$ cat src/rtl/cpu_pkg.sv
// Shared constants for the CPU writeback path.
//   DATA_W        register data width
//   ADDR_W        register index width
//   NUM_REGS      architectural register count (one busy bit each)
//   WB_FIFO_DEPTH load-result queue depth (power of two)
package cpu_pkg;

    localparam int unsigned DATA_W        = 16;
    localparam int unsigned ADDR_W        = 3;
    localparam int unsigned NUM_REGS      = 8;
    localparam int unsigned WB_FIFO_DEPTH = 4;

endpackage

$ cat src/rtl/wb_fifo.sv
// Load-result queue for the writeback stage.
// Each entry holds {dest, data, killed}. A kill request marks every stored
// entry whose dest matches kill_dest; the pushed entry's killed flag comes
// from the caller so a same-cycle kill can be folded in.
// Ports:
//   clk, rst          clock, synchronous active-high reset
//   push/push_*       enqueue request and payload (caller guarantees not full)
//   pop               dequeue head (caller guarantees not empty)
//   kill_en/kill_dest dest-match kill of stored entries
//   head_*            head entry contents
//   count             number of stored entries, 0..DEPTH
module wb_fifo #(
    parameter int unsigned DATA_W = cpu_pkg::DATA_W,
    parameter int unsigned ADDR_W = cpu_pkg::ADDR_W,
    parameter int unsigned DEPTH  = cpu_pkg::WB_FIFO_DEPTH
) (
    input  logic                     clk,
    input  logic                     rst,
    input  logic                     push,
    input  logic [ADDR_W-1:0]        push_dest,
    input  logic [DATA_W-1:0]        push_data,
    input  logic                     push_killed,
    input  logic                     pop,
    input  logic                     kill_en,
    input  logic [ADDR_W-1:0]        kill_dest,
    output logic [ADDR_W-1:0]        head_dest,
    output logic [DATA_W-1:0]        head_data,
    output logic                     head_killed,
    output logic [$clog2(DEPTH):0]   count
);

    localparam int unsigned PTR_W = $clog2(DEPTH);
    localparam int unsigned CNT_W = PTR_W + 1;

    logic [ADDR_W-1:0] dest_q [DEPTH];
    logic [DATA_W-1:0] data_q [DEPTH];
    logic [DEPTH-1:0]  killed_q;
    logic [PTR_W-1:0]  wr_ptr;
    logic [PTR_W-1:0]  rd_ptr;

    assign head_dest   = dest_q[rd_ptr];
    assign head_data   = data_q[rd_ptr];
    assign head_killed = killed_q[rd_ptr];

    // Pointers and occupancy; pointers wrap naturally at the power-of-two depth.
    always_ff @(posedge clk) begin
        if (rst) begin
            wr_ptr <= '0;
            rd_ptr <= '0;
            count  <= '0;
        end else begin
            if (push) wr_ptr <= wr_ptr + PTR_W'(1);
            if (pop)  rd_ptr <= rd_ptr + PTR_W'(1);
            case ({push, pop})
                2'b10:   count <= count + CNT_W'(1);
                2'b01:   count <= count - CNT_W'(1);
                default: count <= count;
            endcase
        end
    end

    // Kill flags; the push write comes last so a free slot's stale flag is replaced.
    always_ff @(posedge clk) begin
        if (rst) begin
            killed_q <= '0;
        end else begin
            for (int i = 0; i < int'(DEPTH); i++) begin
                if (kill_en && (dest_q[i] == kill_dest)) killed_q[i] <= 1'b1;
            end
            if (push) killed_q[wr_ptr] <= push_killed;
        end
    end

    // Payload storage needs no reset: entries are only read once counted.
    always_ff @(posedge clk) begin
        if (push) begin
            dest_q[wr_ptr] <= push_dest;
            data_q[wr_ptr] <= push_data;
        end
    end

endmodule

$ cat src/rtl/reg_writeback.sv
// Register-file writeback arbiter.
// Merges single-cycle ALU results with queued load results onto one register
// write port. ALU results win the port; loads drain from wb_fifo whenever the
// ALU is not writing. An ALU write to register D kills older queued loads to D
// so a late load cannot overwrite a newer value. busy_mask tracks registers
// with outstanding loads.
// Ports:
//   clk, rst                       clock, synchronous active-high reset
//   alu_valid/dest/data, alu_ready ALU result handshake
//   mem_valid/dest/data, mem_ready load result handshake
//   issue_valid/issue_dest         load issue notification (sets busy bit)
//   busy_mask                      per-register pending-load flags
//   reg_write_en/dest/data         registered register-file write port
module reg_writeback #(
    parameter int unsigned DATA_W     = cpu_pkg::DATA_W,
    parameter int unsigned ADDR_W     = cpu_pkg::ADDR_W,
    parameter int unsigned FIFO_DEPTH = cpu_pkg::WB_FIFO_DEPTH
) (
    input  logic                          clk,
    input  logic                          rst,
    input  logic                          alu_valid,
    input  logic [ADDR_W-1:0]             alu_dest,
    input  logic [DATA_W-1:0]             alu_data,
    output logic                          alu_ready,
    input  logic                          mem_valid,
    input  logic [ADDR_W-1:0]             mem_dest,
    input  logic [DATA_W-1:0]             mem_data,
    output logic                          mem_ready,
    input  logic                          issue_valid,
    input  logic [ADDR_W-1:0]             issue_dest,
    output logic [cpu_pkg::NUM_REGS-1:0]  busy_mask,
    output logic                          reg_write_en,
    output logic [ADDR_W-1:0]             reg_write_dest,
    output logic [DATA_W-1:0]             reg_write_data
);

    import cpu_pkg::*;

    localparam int unsigned CNT_W = $clog2(FIFO_DEPTH) + 1;

    logic                 ready_en;
    logic [CNT_W-1:0]     count;
    logic                 not_full_c;
    logic                 alu_acc_c;
    logic                 mem_acc_c;
    logic                 pop_c;
    logic                 live_pop_c;
    logic                 push_killed_c;
    logic [ADDR_W-1:0]    head_dest;
    logic [DATA_W-1:0]    head_data;
    logic                 head_killed;
    logic [NUM_REGS-1:0]  set_mask_c;
    logic [NUM_REGS-1:0]  clr_mask_c;

    // ready_en keeps both handshakes closed until one edge after reset release.
    assign not_full_c = ready_en && (count < CNT_W'(FIFO_DEPTH));
    assign alu_ready  = not_full_c;
    assign mem_ready  = not_full_c;

    // Handshakes, port arbitration and kill of a same-cycle load to the ALU dest.
    always_comb begin
        alu_acc_c     = alu_valid && alu_ready;
        mem_acc_c     = mem_valid && mem_ready;
        pop_c         = !alu_acc_c && (count != '0);
        live_pop_c    = pop_c && !head_killed;
        push_killed_c = alu_acc_c && (alu_dest == mem_dest);
    end

    // Busy-bit set/clear masks; set is applied after clear so it wins.
    always_comb begin
        set_mask_c = '0;
        clr_mask_c = '0;
        if (issue_valid) set_mask_c = NUM_REGS'(1) << issue_dest;
        if (alu_acc_c) begin
            clr_mask_c = NUM_REGS'(1) << alu_dest;
        end else if (live_pop_c) begin
            clr_mask_c = NUM_REGS'(1) << head_dest;
        end
    end

    wb_fifo #(
        .DATA_W (DATA_W),
        .ADDR_W (ADDR_W),
        .DEPTH  (FIFO_DEPTH)
    ) u_fifo (
        .clk         (clk),
        .rst         (rst),
        .push        (mem_acc_c),
        .push_dest   (mem_dest),
        .push_data   (mem_data),
        .push_killed (push_killed_c),
        .pop         (pop_c),
        .kill_en     (alu_acc_c),
        .kill_dest   (alu_dest),
        .head_dest   (head_dest),
        .head_data   (head_data),
        .head_killed (head_killed),
        .count       (count)
    );

    // Registered write port and busy tracking; dest/data hold when idle.
    always_ff @(posedge clk) begin
        if (rst) begin
            ready_en       <= 1'b0;
            busy_mask      <= '0;
            reg_write_en   <= 1'b0;
            reg_write_dest <= '0;
            reg_write_data <= '0;
        end else begin
            ready_en  <= 1'b1;
            busy_mask <= (busy_mask & ~clr_mask_c) | set_mask_c;
            if (alu_acc_c) begin
                reg_write_en   <= 1'b1;
                reg_write_dest <= alu_dest;
                reg_write_data <= alu_data;
            end else if (live_pop_c) begin
                reg_write_en   <= 1'b1;
                reg_write_dest <= head_dest;
                reg_write_data <= head_data;
            end else begin
                reg_write_en   <= 1'b0;
            end
        end
    end

endmodule

$ cat config.mk
export PLATFORM = sky130hd
export DESIGN_NAME = reg_writeback
export DESIGN_NICKNAME = d
export VERILOG_FILES = /design/src/rtl/cpu_pkg.sv /design/src/rtl/wb_fifo.sv /design/src/rtl/reg_writeback.sv
export SDC_FILE = /design/constraint.sdc
export NUM_CORES = 1
export LEC_CHECK = 0
export ABC_CLOCK_PERIOD_IN_PS = 3140
export CORE_MARGIN = 3
export CORE_UTILIZATION = 25
export DETAILED_ROUTE_END_ITERATION = 7
export SLEW_MARGIN = 20
export SYNTH_ARGS = -nofsm -noshare
export SYNTH_HDL_FRONTEND = slang
export SYNTH_SLANG_ARGS = --single-unit
export TNS_END_PERCENT = 5
$ cat constraint.sdc
create_clock -name clk -period 3.14 [get_ports clk]
set_input_delay 0.314 -clock clk [delete_from_list [all_inputs] [get_ports clk]]
set_output_delay 0.314 -clock clk [all_outputs]
set_load 0.005 [all_outputs]
==> impl_metrics.toml, run 1 <==
[status]
outcome = "completed"

[timing]
hold_viol = 0
fin_skew_ns = 0.0108
post-route-min-period_ns = 2.25
fin_tns_setup_ns = 0
finalSetupViolCount = 0
tightest_slew_ns = 0.721
rsz0062_at_grt = "no"
slew-limit-headroom = 0.520
slew_violations = 0
max_clock_freq_mhz = 445
fin_crit_sh = 0.716

[setup_path]
worstSetupPathType = "flip-flop to flip-flop"
path_buf_inv = 2
end_kind = "flip-flop"
critical_path.top_delay_family = "simple AND/OR/NAND/NOR gates"
required_ns = 3.47
crit_chain = "nor2b_1, and2_1, inv_1, ha_1, inv_1, fa_1, xor2_1, or3_1, a21oi_1"
cpMostUsedCell = "inv_1"
startpoint_type = "flip-flop"
r2r_slack_ns = 0.89
slowest_delay_ns = 0.45
crit_slowest_cell = "nor2b_1"
crit_arrival_ns = 2.58
worstPathMaxFanout = 8

[synth]
syn-num-nets = 405
syn-instance-count = 353
synth_warnings = 0
synthXorXnorAreaFrac = 0.0335
syn-cell-area_um2 = 4970
synth_ff_type = "edfxtp_1"
syn_area_per_cell_um2 = 14.1
ys_async_sr_fraction = 0
synth_cell_type_count = 47
synth_top_family_by_area = "simple AND/OR/NAND/NOR gates"
synth-edff-count = 76
synthMuxAreaShare = 0.0945
synth_compound_area_frac = 0.0937
ys_seq_elements = 118
ys_seq_area_frac = 0.629
synthAdderAreaFrac = 0.0166
synth_simple_gate_area_frac = 0.102

[drt]
route.detailed.drc = 0
dr.pass1.iters = 5
ant_nets = 0
routedWlPerCell_um = 16.5
wl_mm = 11.7
drt_iter0_markers = 156
vias = 3192
via_per_inst = 4.49

[clock_network]
tritoncts = "yes"
cts-hold-fix-buffers = 0
path_clk_slew_ns = 0.06
clock_latency_ns = 0.40
cts_buffers = 17
h-tree-depth = 4
cts_setup_buffers = 0
ctsResizeCount = 0
cts_buffer_depth = 2
clock_sinks = 118
root_buffer = "clkbuf_16"

[cells_and_area]
multiInputGateArea_um2 = 1690
diodes = 0
regArea_um2 = 3120
finalNetCount = 490
drive_above_1_share = 0.149
final_cells = 711
utilization = 0.347
syn_to_final_growth_pct = 33.3
finish.instance_area_um2 = 6620
final.fill_count = 1878

[flow_run]
maxCapViolCount = 0

[global_routing]
antenna_found_initial = 2
grt_remaining_overflow = 0
grt_usage = 0.111
grt_pass1_vias = 3338
grt_max_degree = 41
grt_pass1_wl_mm = 18.5

[floorplan]
die_y_um = 147
ios = 76
die_area_um2 = 21600
die_x_um = 147
core_um2 = 19100
start_util = 0.260
rows = 50

[power]
worst_ir_drop_vdd_mv = 0.354
p_per_area_nw_per_um2 = 771
p_leak_nw = 2.23

[placement]
dp_cells = 679
place_area_um2 = 6000
portBuffers = 75
gp_congestion = 0.835
dp_hpwl_mm = 7.79

[hold_path]
holdCritPathClass = "flip-flop to flip-flop"
## worst register-to-register path, stage by stage (launching register included)
cell and delay [ns]:
dfxtp_1 0.42, nor2b_1 0.45, and2_1 0.26, inv_1 0.06, ha_1 0.21, inv_1 0.07
fa_1 0.18, xor2_1 0.07, or3_1 0.30, a21oi_1 0.14
## area by class of cell
class	instances	area share
Timing Repair Buffer	86	0.126
Tap cell	260	0.0491
Clock buffer	20	0.0660
Clock inverter	12	0.0270
Sequential cell	118	0.472
Multi-Input combinational cell	207	0.256
Inverter	8	0.00454
## synth_stat cells, drive strengths merged (2+ instances only)
library cell / n / share of area
xnor2: 4 / 0.0071
o21ai: 7 / 0.0071
nor2b: 6 / 0.0076
nor4: 4 / 0.0050
xor2: 15 / 0.026
buf: 9 / 0.016
edfxtp: 76 / 0.46
nand4: 2 / 0.0025
or3: 3 / 0.0038
mux4: 20 / 0.094
nor2: 24 / 0.018
nand2b: 5 / 0.0063
inv: 7 / 0.0053
a221oi: 4 / 0.0071
nand3: 5 / 0.0050
and2: 2 / 0.0025
clkbuf: 11 / 0.0083
a311oi: 17 / 0.041
nand2: 46 / 0.035
a21oi: 11 / 0.012
o221ai: 2 / 0.0035
dfxtp: 42 / 0.17
o311a: 4 / 0.0081
ha: 5 / 0.013
and3: 7 / 0.0088
## final timing paths
kind / start / end / cells after the start
setup reg to reg: ready_en / u_fifo.count[2] / 9
hold / removal: reg_write_data[1] / reg_write_data[1] / 2
hold reg to reg: reg_write_data[1] / reg_write_data[1] / 2
setup / recovery: ready_en / u_fifo.count[2] / 9
## metal layers
layer | vias to the layer above | wire length (um) | global-route usage
li1 | 1514 | - | -
met1 | 1557 | 5490 | 0.147
met2 | 105 | 5330 | 0.170
met3 | 12 | 837 | 0.0457
met4 | 4 | 73 | 0.0266
met5 | - | 21 | 0
## kinds of logic after synthesis
group	after synthesis
AO/OA/AOI/OAI	53
XOR/XNOR	19
adder cells (fa/ha/maj)	6
buffers and inverters	28
flip-flops	118
multiplexers	20
AND/OR/NAND/NOR	109
## where the power goes
group          switching [mW]  internal [mW]
logic                   0.603          0.574
registers               0.107           1.81
clock network           0.679           1.33
total                    1.39           3.71
## stage by stage
stage / setup WS, ns / hold WS, ns / power (mW)
2_1_floorplan: 1.16 / 0.413 / 2.71
3_3_place_gp: 0.779 / 0.466 / 3.10
3_5_place_dp: 0.723 / 0.474 / 3.13
4_1_cts: 0.902 / 0.488 / 5.17
5_1_grt: 0.706 / 0.511 / 5.37
6_report: 0.892 / 0.483 / 5.10
## placed cells by master, fill, tap and decap left out, types with 8 or more instances in the layout
master / instances
a21oi_1: 10
a311oi_1: 8
a311oi_2: 9
buf_4: 11
clkbuf_16: 17
clkdlybuf4s50_1: 75
dfxtp_1: 42
edfxtp_1: 76
mux4_2: 15
nand2_1: 46
nor2_1: 24
xor2_1: 15
## state kept, by name, summed over array words and instances, names as in the netlist, named ones only
name / flops
busy_mask: 8
ready_en: 1
reg_write_data: 16
reg_write_dest: 3
reg_write_en: 1
u_fifo.count: 3
u_fifo.data_q: 64
u_fifo.dest_q: 12
u_fifo.killed_q: 4
u_fifo.rd_ptr: 2
u_fifo.wr_ptr: 2
No activity file was read; power rests on OpenSTA's default activity.
==> run 2: changes to the inputs <==
--- a/config.mk
+++ b/config.mk
@@ -5,7 +5,7 @@
 export SDC_FILE = /design/constraint.sdc
 export NUM_CORES = 1
 export LEC_CHECK = 0
-export ABC_CLOCK_PERIOD_IN_PS = 3140
+export ABC_CLOCK_PERIOD_IN_PS = 2190
 export CORE_MARGIN = 3
 export CORE_UTILIZATION = 25
 export DETAILED_ROUTE_END_ITERATION = 7
==> constraint.sdc (replaced) <==
create_clock -name clk -period 2.19 [get_ports clk]
set_input_delay 0.219 -clock clk [delete_from_list [all_inputs] [get_ports clk]]
set_output_delay 0.219 -clock clk [all_outputs]
set_load 0.005 [all_outputs]
==> run 2 against run 1 <==
Clock skew down 0.0046 ns. Sequential power rose by 43%. Routed wire length is 0.95% lower. Clock power rose by 52%. Hold slack worse by 0.070 ns.
==> impl_metrics.toml, run 2 (same netlist as run 1, synthesis figures left out) <==
[cells_and_area]
finalNetCount = 505
final_cell_mix = "edfxtp_1, clkdlybuf4s50_1, nand2_1"
final.fill_count = 1831
syn_to_final_growth_pct = 36.7
final_common_cell = "edfxtp_1"
reg_top3 = "u_fifo.data_q: 64 flops, reg_write_data: 16 flops, u_fifo.dest_q: 12 flops"
largest_reg_flops = 64
final_cells = 726
diodes = 0
regMostFlops = "u_fifo.data_q"
utilization = 0.356
drive_above_1_share = 0.180

[timing]
rsz0062_at_grt = "no"
finalSetupViolCount = 0
slew_violations = 0
max_clock_freq_mhz = 500
tightest_slew_ns = 0.548
slew-limit-headroom = 0.633
hold_viol = 0
post-route-min-period_ns = 2.00
fin_crit_sh = 0.913
setup_ws_ns = 0.191
fin_skew_ns = 0.00615
fin_tns_setup_ns = 0

[clock_network]
root_buffer = "clkbuf_16"
cts-hold-fix-buffers = 0
path_clk_slew_ns = 0.06
ctsResizeCount = 0
clock_latency_ns = 0.41
clock_sinks = 118
cts_setup_buffers = 0
h-tree-depth = 4
tritoncts = "yes"
cts_buffers = 17
cts_buffer_depth = 2

[drt]
vias = 3246
dr.pass1.iters = 4
route.detailed.drc = 0
ant_nets = 0
wl_mm = 11.6
routedWlPerCell_um = 16.0
drt_iter0_markers = 126
via_per_inst = 4.47

[floorplan]
start_util = 0.260
die_x_um = 147
ios = 76
core_um2 = 19100
die_y_um = 147
die_area_um2 = 21600
rows = 50

[global_routing]
grt_pass1_vias = 3428
antenna_found_initial = 1
grt_max_degree = 41
grt_pass1_wl_mm = 18.8
grt_usage = 0.112
grt_remaining_overflow = 0

[setup_path]
startpoint_type = "flip-flop"
cpMostUsedCell = "inv_1"
crit_arrival_ns = 2.34
path_buf_inv = 2
slowest_delay_ns = 0.43
worstPathMaxFanout = 9
crit_slowest_cell = "dfxtp_1"
r2r_slack_ns = 0.19
required_ns = 2.54
critical_path.top_delay_family = "simple AND/OR/NAND/NOR gates"
worstSetupPathType = "flip-flop to flip-flop"
crit_chain = "nor2b_1, and2_1, inv_1, ha_1, inv_1, fa_1, xor2_1, or3_1, a21oi_1"
end_kind = "flip-flop"

[placement]
dp_hpwl_mm = 8.29
portBuffers = 75
gp_congestion = 0.816
dp_cells = 694
dp_slack_ns = 0.0513

[status]
outcome = "completed"

[power]
worst_ir_drop_vdd_mv = 0.612
p_leak_nw = 2.33
p_per_area_nw_per_um2 = 1110

[flow_run]
maxCapViolCount = 0

[hold_path]
holdCritPathClass = "input port to flip-flop"
[run 2: cell type report]
cell class	instances	area, um^2	area share
Clock inverter	11	169	0.0249
Sequential cell	118	3120	0.460
Tap cell	260	325	0.0479
Timing Repair Buffer	101	958	0.141
Clock buffer	21	493	0.0726
Inverter	8	30.0	0.00442
Multi-Input combinational cell	207	1690	0.249
[run 2: worst register-to-register path: stages (launching register included)]
cell	delay [ns]
dfxtp_1	0.43
nor2b_1	0.09
and2_1	0.17
inv_1	0.06
ha_1	0.16
inv_1	0.05
fa_1	0.37
xor2_1	0.16
or3_1	0.31
a21oi_1	0.14
[run 2: final timing paths]
kind / endpoint / start / cells past startpoint
worst min-delay path: reg_write_data[5] / alu_data[5] / 3
worst min register to register: busy_mask[0] / busy_mask[0] / 2
worst max register to register: u_fifo.count[2] / u_fifo.count[2] / 9
worst max-delay path: u_fifo.count[2] / u_fifo.count[2] / 9
[run 2: layer usage]
| layer | part of all wire | global-route usage |
|---|---|---|
| met5 | 0.00095 | 0 |
| met2 | 0.45 | 0.172 |
| met1 | 0.46 | 0.145 |
| met4 | 0.012 | 0.0363 |
| met3 | 0.070 | 0.0447 |
[run 2: through the flow]
step / instance area, um^2 / hold slack [ns] / power (mW)
after CTS: 6790 / 0.394 / 7.66
after global placement: 6130 / 0.473 / 4.56
final: 6790 / 0.413 / 7.57
after floorplan: 4970 / 0.318 / 3.89
after global routing: 6790 / 0.430 / 7.94
after detailed placement: 6130 / 0.473 / 4.58
[run 2: where the power goes]
group	internal (mW)	switching [mW]
combinational	0.914	0.869
sequential	2.60	0.144
clock	2.07	0.982
